[src/rtl/mem_arbiter.sv]
// Arbitrates the single external memory port between instruction fetch and the
// MEM stage, and builds the six-bit pipeline stall vector.
module mem_arbiter #(
    parameter int ADDR_W = 32,
    parameter int DATA_W = 32
) (
    input  logic              clk,
    input  logic              rst_n,
    input  logic              if_req,
    input  logic [ADDR_W-1:0] if_addr,
    output logic [DATA_W-1:0] if_rdata,
    output logic              if_done,
    input  logic              mem_req,
    input  logic              mem_we,
    input  logic [ADDR_W-1:0] mem_addr,
    input  logic [DATA_W-1:0] mem_wdata,
    input  logic [3:0]        mem_sel,
    output logic [DATA_W-1:0] mem_rdata,
    output logic              mem_done,
    output logic              bus_req,
    output logic              bus_we,
    output logic [ADDR_W-1:0] bus_addr,
    output logic [DATA_W-1:0] bus_wdata,
    output logic [3:0]        bus_sel,
    input  logic              bus_ack,
    input  logic [DATA_W-1:0] bus_rdata,
    input  logic              stallreq_id,
    input  logic              stallreq_ex,
    output logic [5:0]        stall
);

    typedef enum logic [2:0] {
        IDLE,
        BUSY_IF,
        BUSY_MEM,
        RESP_IF,
        RESP_MEM
    } state_e;

    state_e              state_q, state_d;
    logic                bus_we_q, bus_we_d;
    logic [ADDR_W-1:0]   bus_addr_q, bus_addr_d;
    logic [DATA_W-1:0]   bus_wdata_q, bus_wdata_d;
    logic [3:0]          bus_sel_q, bus_sel_d;
    logic [DATA_W-1:0]   if_rdata_q, if_rdata_d;
    logic [DATA_W-1:0]   mem_rdata_q, mem_rdata_d;

    always_comb begin
        // NOTE: every signal gets its hold value first, so no path through the
        // case below can leave one unassigned and infer a latch.
        state_d     = state_q;
        bus_we_d    = bus_we_q;
        bus_addr_d  = bus_addr_q;
        bus_wdata_d = bus_wdata_q;
        bus_sel_d   = bus_sel_q;
        if_rdata_d  = if_rdata_q;
        mem_rdata_d = mem_rdata_q;

        case (state_q)
            IDLE: begin
                if (mem_req) begin
                    state_d     = BUSY_MEM;
                    bus_we_d    = mem_we;
                    bus_addr_d  = mem_addr;
                    bus_wdata_d = mem_wdata;
                    bus_sel_d   = mem_sel;
                end else if (if_req) begin
                    state_d     = BUSY_IF;
                    bus_we_d    = 1'b0;
                    bus_addr_d  = if_addr;
                    bus_wdata_d = '0;
                    bus_sel_d   = 4'b1111;
                end
            end
            BUSY_IF: begin
                if (bus_ack) begin
                    state_d    = RESP_IF;
                    if_rdata_d = bus_rdata;
                end
            end
            BUSY_MEM: begin
                if (bus_ack) begin
                    state_d     = RESP_MEM;
                    mem_rdata_d = bus_rdata;
                end
            end
            // The pipeline consumes the result on the edge leaving RESP, so the
            // still-asserted request must not be sampled here.
            RESP_IF, RESP_MEM: state_d = IDLE;
            default:           state_d = IDLE;
        endcase
    end

    always_ff @(posedge clk) begin
        // NOTE: non-blocking assignments keep every register reading the
        // pre-edge value of the others, independent of statement order.
        if (!rst_n) begin
            state_q     <= IDLE;
            bus_we_q    <= 1'b0;
            bus_addr_q  <= '0;
            bus_wdata_q <= '0;
            bus_sel_q   <= '0;
            if_rdata_q  <= '0;
            mem_rdata_q <= '0;
        end else begin
            state_q     <= state_d;
            bus_we_q    <= bus_we_d;
            bus_addr_q  <= bus_addr_d;
            bus_wdata_q <= bus_wdata_d;
            bus_sel_q   <= bus_sel_d;
            if_rdata_q  <= if_rdata_d;
            mem_rdata_q <= mem_rdata_d;
        end
    end

    assign bus_req   = (state_q == BUSY_IF) || (state_q == BUSY_MEM);
    assign bus_we    = bus_we_q;
    assign bus_addr  = bus_addr_q;
    assign bus_wdata = bus_wdata_q;
    assign bus_sel   = bus_sel_q;
    assign if_rdata  = if_rdata_q;
    assign mem_rdata = mem_rdata_q;
    assign if_done   = (state_q == RESP_IF);
    assign mem_done  = (state_q == RESP_MEM);

    // Deeper stages win: a pending load/store also bubbles WB.
    always_comb begin
        stall = 6'b000000;
        if (!rst_n)                     stall = 6'b000000;
        else if (mem_req && !mem_done)  stall = 6'b011111;
        else if (stallreq_ex)           stall = 6'b001111;
        else if (stallreq_id)           stall = 6'b000111;
        else if (if_req && !if_done)    stall = 6'b000011;
    end

endmodule
[config.mk]
export PLATFORM = sky130hd
export DESIGN_NAME = mem_arbiter
export DESIGN_NICKNAME = d
export VERILOG_FILES = /design/src/rtl/mem_arbiter.sv
export SDC_FILE = /design/constraint.sdc
export NUM_CORES = 1
export LEC_CHECK = 0
export CAP_MARGIN = 10
export CORE_ASPECT_RATIO = 0.75
export CORE_UTILIZATION = 26
export CTS_CLUSTER_SIZE = 30
export DETAILED_ROUTE_END_ITERATION = 8
export GPL_TIMING_DRIVEN = 0
export PLACE_DENSITY = 0.63
export SYNTH_ARGS = -nofsm -noshare
export SYNTH_HDL_FRONTEND = slang
export SYNTH_SLANG_ARGS = --single-unit
[constraint.sdc]
create_clock -name clk -period 1.9 [get_ports clk]
set_input_delay 0.38 -clock clk [delete_from_list [all_inputs] [get_ports clk]]
set_output_delay 0.38 -clock clk [all_outputs]
set_load 0.02 [all_outputs]
==> results of run 1 <==
sequential cells by signal, indices dropped and copies added (netlist names):
register   count
bus_sel        4
mem_rdata     32
bus_addr      32
if_rdata      32
bus_we         1
state_q        3
bus_wdata     32
layout make-up:
| cell class | instances | area (um2) |
|---|---|---|
| plain buffers | 54 | 339 |
| clock buffers | 18 | 429 |
| clock inverters | 14 | 140 |
| fillers | 1925 | 10500 |
| inverters | 2 | 7.51 |
| multi-input cells | 354 | 2230 |
| flip-flops and latches | 136 | 2730 |
| well taps | 253 | 317 |
| repair buffers | 289 | 2860 |
synth_stat cells (2+ instances only):
library cell,number
nor4_1,2
nand2_1,132
buf_6,9
nor2_1,4
a211oi_2,30
inv_2,2
buf_4,2
nand4bb_1,2
a21oi_1,97
a22o_1,33
buf_2,25
clkbuf_1,18
a211oi_1,2
mux2i_1,32
o221a_1,4
dfxtp_1,136
through the flow:
step	utilization, %	cell area (um2)	setup WS, ns	TNS, ns	total power, W
final	46.2	9050	-0.238	-0.397	0.00823
after global routing	46.2	9050	-0.282	-0.561	0.00861
after CTS	46.1	9030	-0.329	-0.671	0.00833
after detailed placement	42.7	8380	-0.445	-8.17	0.00505
after global placement	42.7	8380	-0.460	-6.59	0.00504
after floorplan	-	5280	0.0120	0	0.00413
path summary, 6_finish.rpt:
kind | from | to | slack, ns | cells after the start
worst min-delay path | rst_n | bus_sel[1] | 0.32 | 2
worst max-delay path | state_q[0] | stall[1] | -0.24 | 6
worst max register to register | state_q[1] | if_rdata[25] | 0.16 | 8
worst min register to register | if_rdata[1] | if_rdata[1] | 0.45 | 2
worst reg2reg max path, cell delays in order, from the launching register on:
cell	delay (ns)
dfxtp_2	0.32
buf_6	0.11
buf_4	0.13
buf_4	0.15
and4bb_1	0.26
clkbuf_1	0.22
buf_2	0.27
nand2_1	0.10
a21oi_1	0.12
power by group:
part | internal, W | total (W) | switching (W)
Clock | 0.00184 | 0.00321 | 0.00138
Sequential | 0.00306 | 0.00317 | 0.000110
Combinational | 0.000942 | 0.00185 | 0.000907
Total | 0.00584 | 0.00823 | 0.00239
what timing repair did:
action / CTS / global route
setup endpoints to repair: 8 / 25
resized for setup: 41 / 13
pin swaps: 3 / 5
buffers inserted: 9 / 4
cells by family after synthesis:
family	Yosys count	synth area share [%]
compound gates	170	23.6
simple gates	149	12.0
flops	136	51.8
buf+inv	56	6.02
mux	33	6.31
xor+xnor	1	0.167
other cells	1	0.0714
metal layers:
| metal | vias to the layer above | GRT usage [%] |
|---|---|---|
| met3 | 16 | 6.33 |
| met5 | - | 0 |
| li1 | 2528 | - |
| met1 | 2317 | 24.1 |
| met2 | 191 | 26.4 |
| met4 | 0 | 4.56 |
==> flow_metrics.tcl, run 1 <==
set metrics [dict create \
    status "finished, violations left" \
    violations "DRC, setup timing" \
    cts.reportedPaths.clkPinSlew_ns 0.06 \
    rsz0062_at_grt "true" \
    highest_layer "met4" \
    fin_skew_ns 0.0100 \
    grt-ovfl-total 0 \
    hold_viol 0 \
    synth_area_leader_cell "dfxtp_1" \
    cpMostUsedCell "buf_6" \
    drt-met1-wl_mm 8.70 \
    syn_area_per_cell_um2 9.62 \
    ys_seq_area_share_pct 51.8 \
    grt_pass1_wl_mm 28.8 \
    dr.pass1.iters 6 \
    ys_async_sr_fraction_pct 0 \
    cp_cell_sequence "buf_6, nor3b_4, o21ai_4, a211o_1, buf_6, buf_6" \
    routed-wl-met2_mm 7.69 \
    final_layout_size_suffix_gt1_share_pct 14.6 \
    synth_area_mm2 0.00526 \
    worst_pin_slew_ns 0.796 \
    die-area_mm2 0.0208 \
    post-route-min-period_ns 2.14 \
    ctsHoldBuffers 0 \
    rows 44 \
    portBuffers 278 \
    layout_common_cells "clkdlybuf4s50_1 (270), dfxtp_1 (134), nand2_1 (132), a21oi_1 (97), a22o_1 (33)" \
    mostFrequentLayoutCell "clkdlybuf4s50_1" \
    synth_nets 686 \
    clock_path_buffers 2 \
    ys_types 32 \
    cts.sinks 136 \
    syn_to_final_growth_pct 72.3 \
    met3_length_mm 1.59 \
    finalWorstSetupSlack_ns -0.238 \
    antenna_found_initial 0 \
    track_usage_pct 17.7 \
    ys_warn_count 0 \
    ir_worst_vdd_uv 464 \
    setup_viol 2 \
    route.detailed.drc 22 \
    power-per-cell-area_mw_per_mm2 909 \
    die_w_um 166 \
    clk_latency_ns 0.41 \
    crit_slowest_cell "dfxtp_2" \
    p_leak_nw 3.36 \
    netlist_instances 546 \
    critPathRequiredTime_ns 1.52 \
    place_congestion 0.746 \
    cts_tree "built" \
    num_io_pins 282 \
    max_freq_ghz 0.468 \
    wl_per_cell_um 16.2 \
    vias 5052 \
    hold_path.class "in -> reg" \
    antenna_left 0 \
    viasPerCell 4.51 \
    start_util_pct 26.8 \
    critPathTopFamily "buffers and inverters" \
    h-tree-depth 4 \
    grt_pass1_vias 5033 \
    dp.cells 1077 \
    drv_cap 0 \
    slew_viol_final 0 \
    num-nets-final 994 \
    drt_wl_total_mm 18.2 \
    synth_area_leaders "dfxtp_1 (52%), nand2_1 (9.4%), a21oi_1 (9.2%)" \
    crit_buf_inv 3 \
    whs_ns 0.315 \
    drt_iter0_markers 295 \
    die_y_um 125 \
    antenna_cells 0 \
    grt_max_degree 17 \
    synth_edf_count 0 \
    synth_ff_type "dfxtp_1" \
    hpwl_mm 13.3 \
    synth_top_area_share_pct 51.8 \
    relSlewSlack_pct 46.9 \
    coreArea_mm2 0.0196 \
    final_cells 1120 \
    start_kind "register" \
    fin_crit_sh_pct 113 \
    criticalPathCategory "reg -> out" \
    synth_seq_cells 136 \
    root_buffer "clkbuf_16" \
    path_max_fanout 4 \
    end_kind "primary output" \
    crit_arrival_ns 1.76 \
    critical_path.max_stage_delay_ns 0.33 \
    numCtsBuffers 17 \
]
Power figures use the tool's default switching activity.
==> run 2: changes to the inputs <==
--- a/config.mk
+++ b/config.mk
@@ -5,7 +5,7 @@
 export SDC_FILE = /design/constraint.sdc
 export NUM_CORES = 1
 export LEC_CHECK = 0
-export CAP_MARGIN = 10
+export CAP_MARGIN = 0
 export CORE_ASPECT_RATIO = 0.75
 export CORE_UTILIZATION = 26
 export CTS_CLUSTER_SIZE = 30
==> results of run 2 <==
Same layout as run 1: the final DEF is identical, and so are final timing and power.
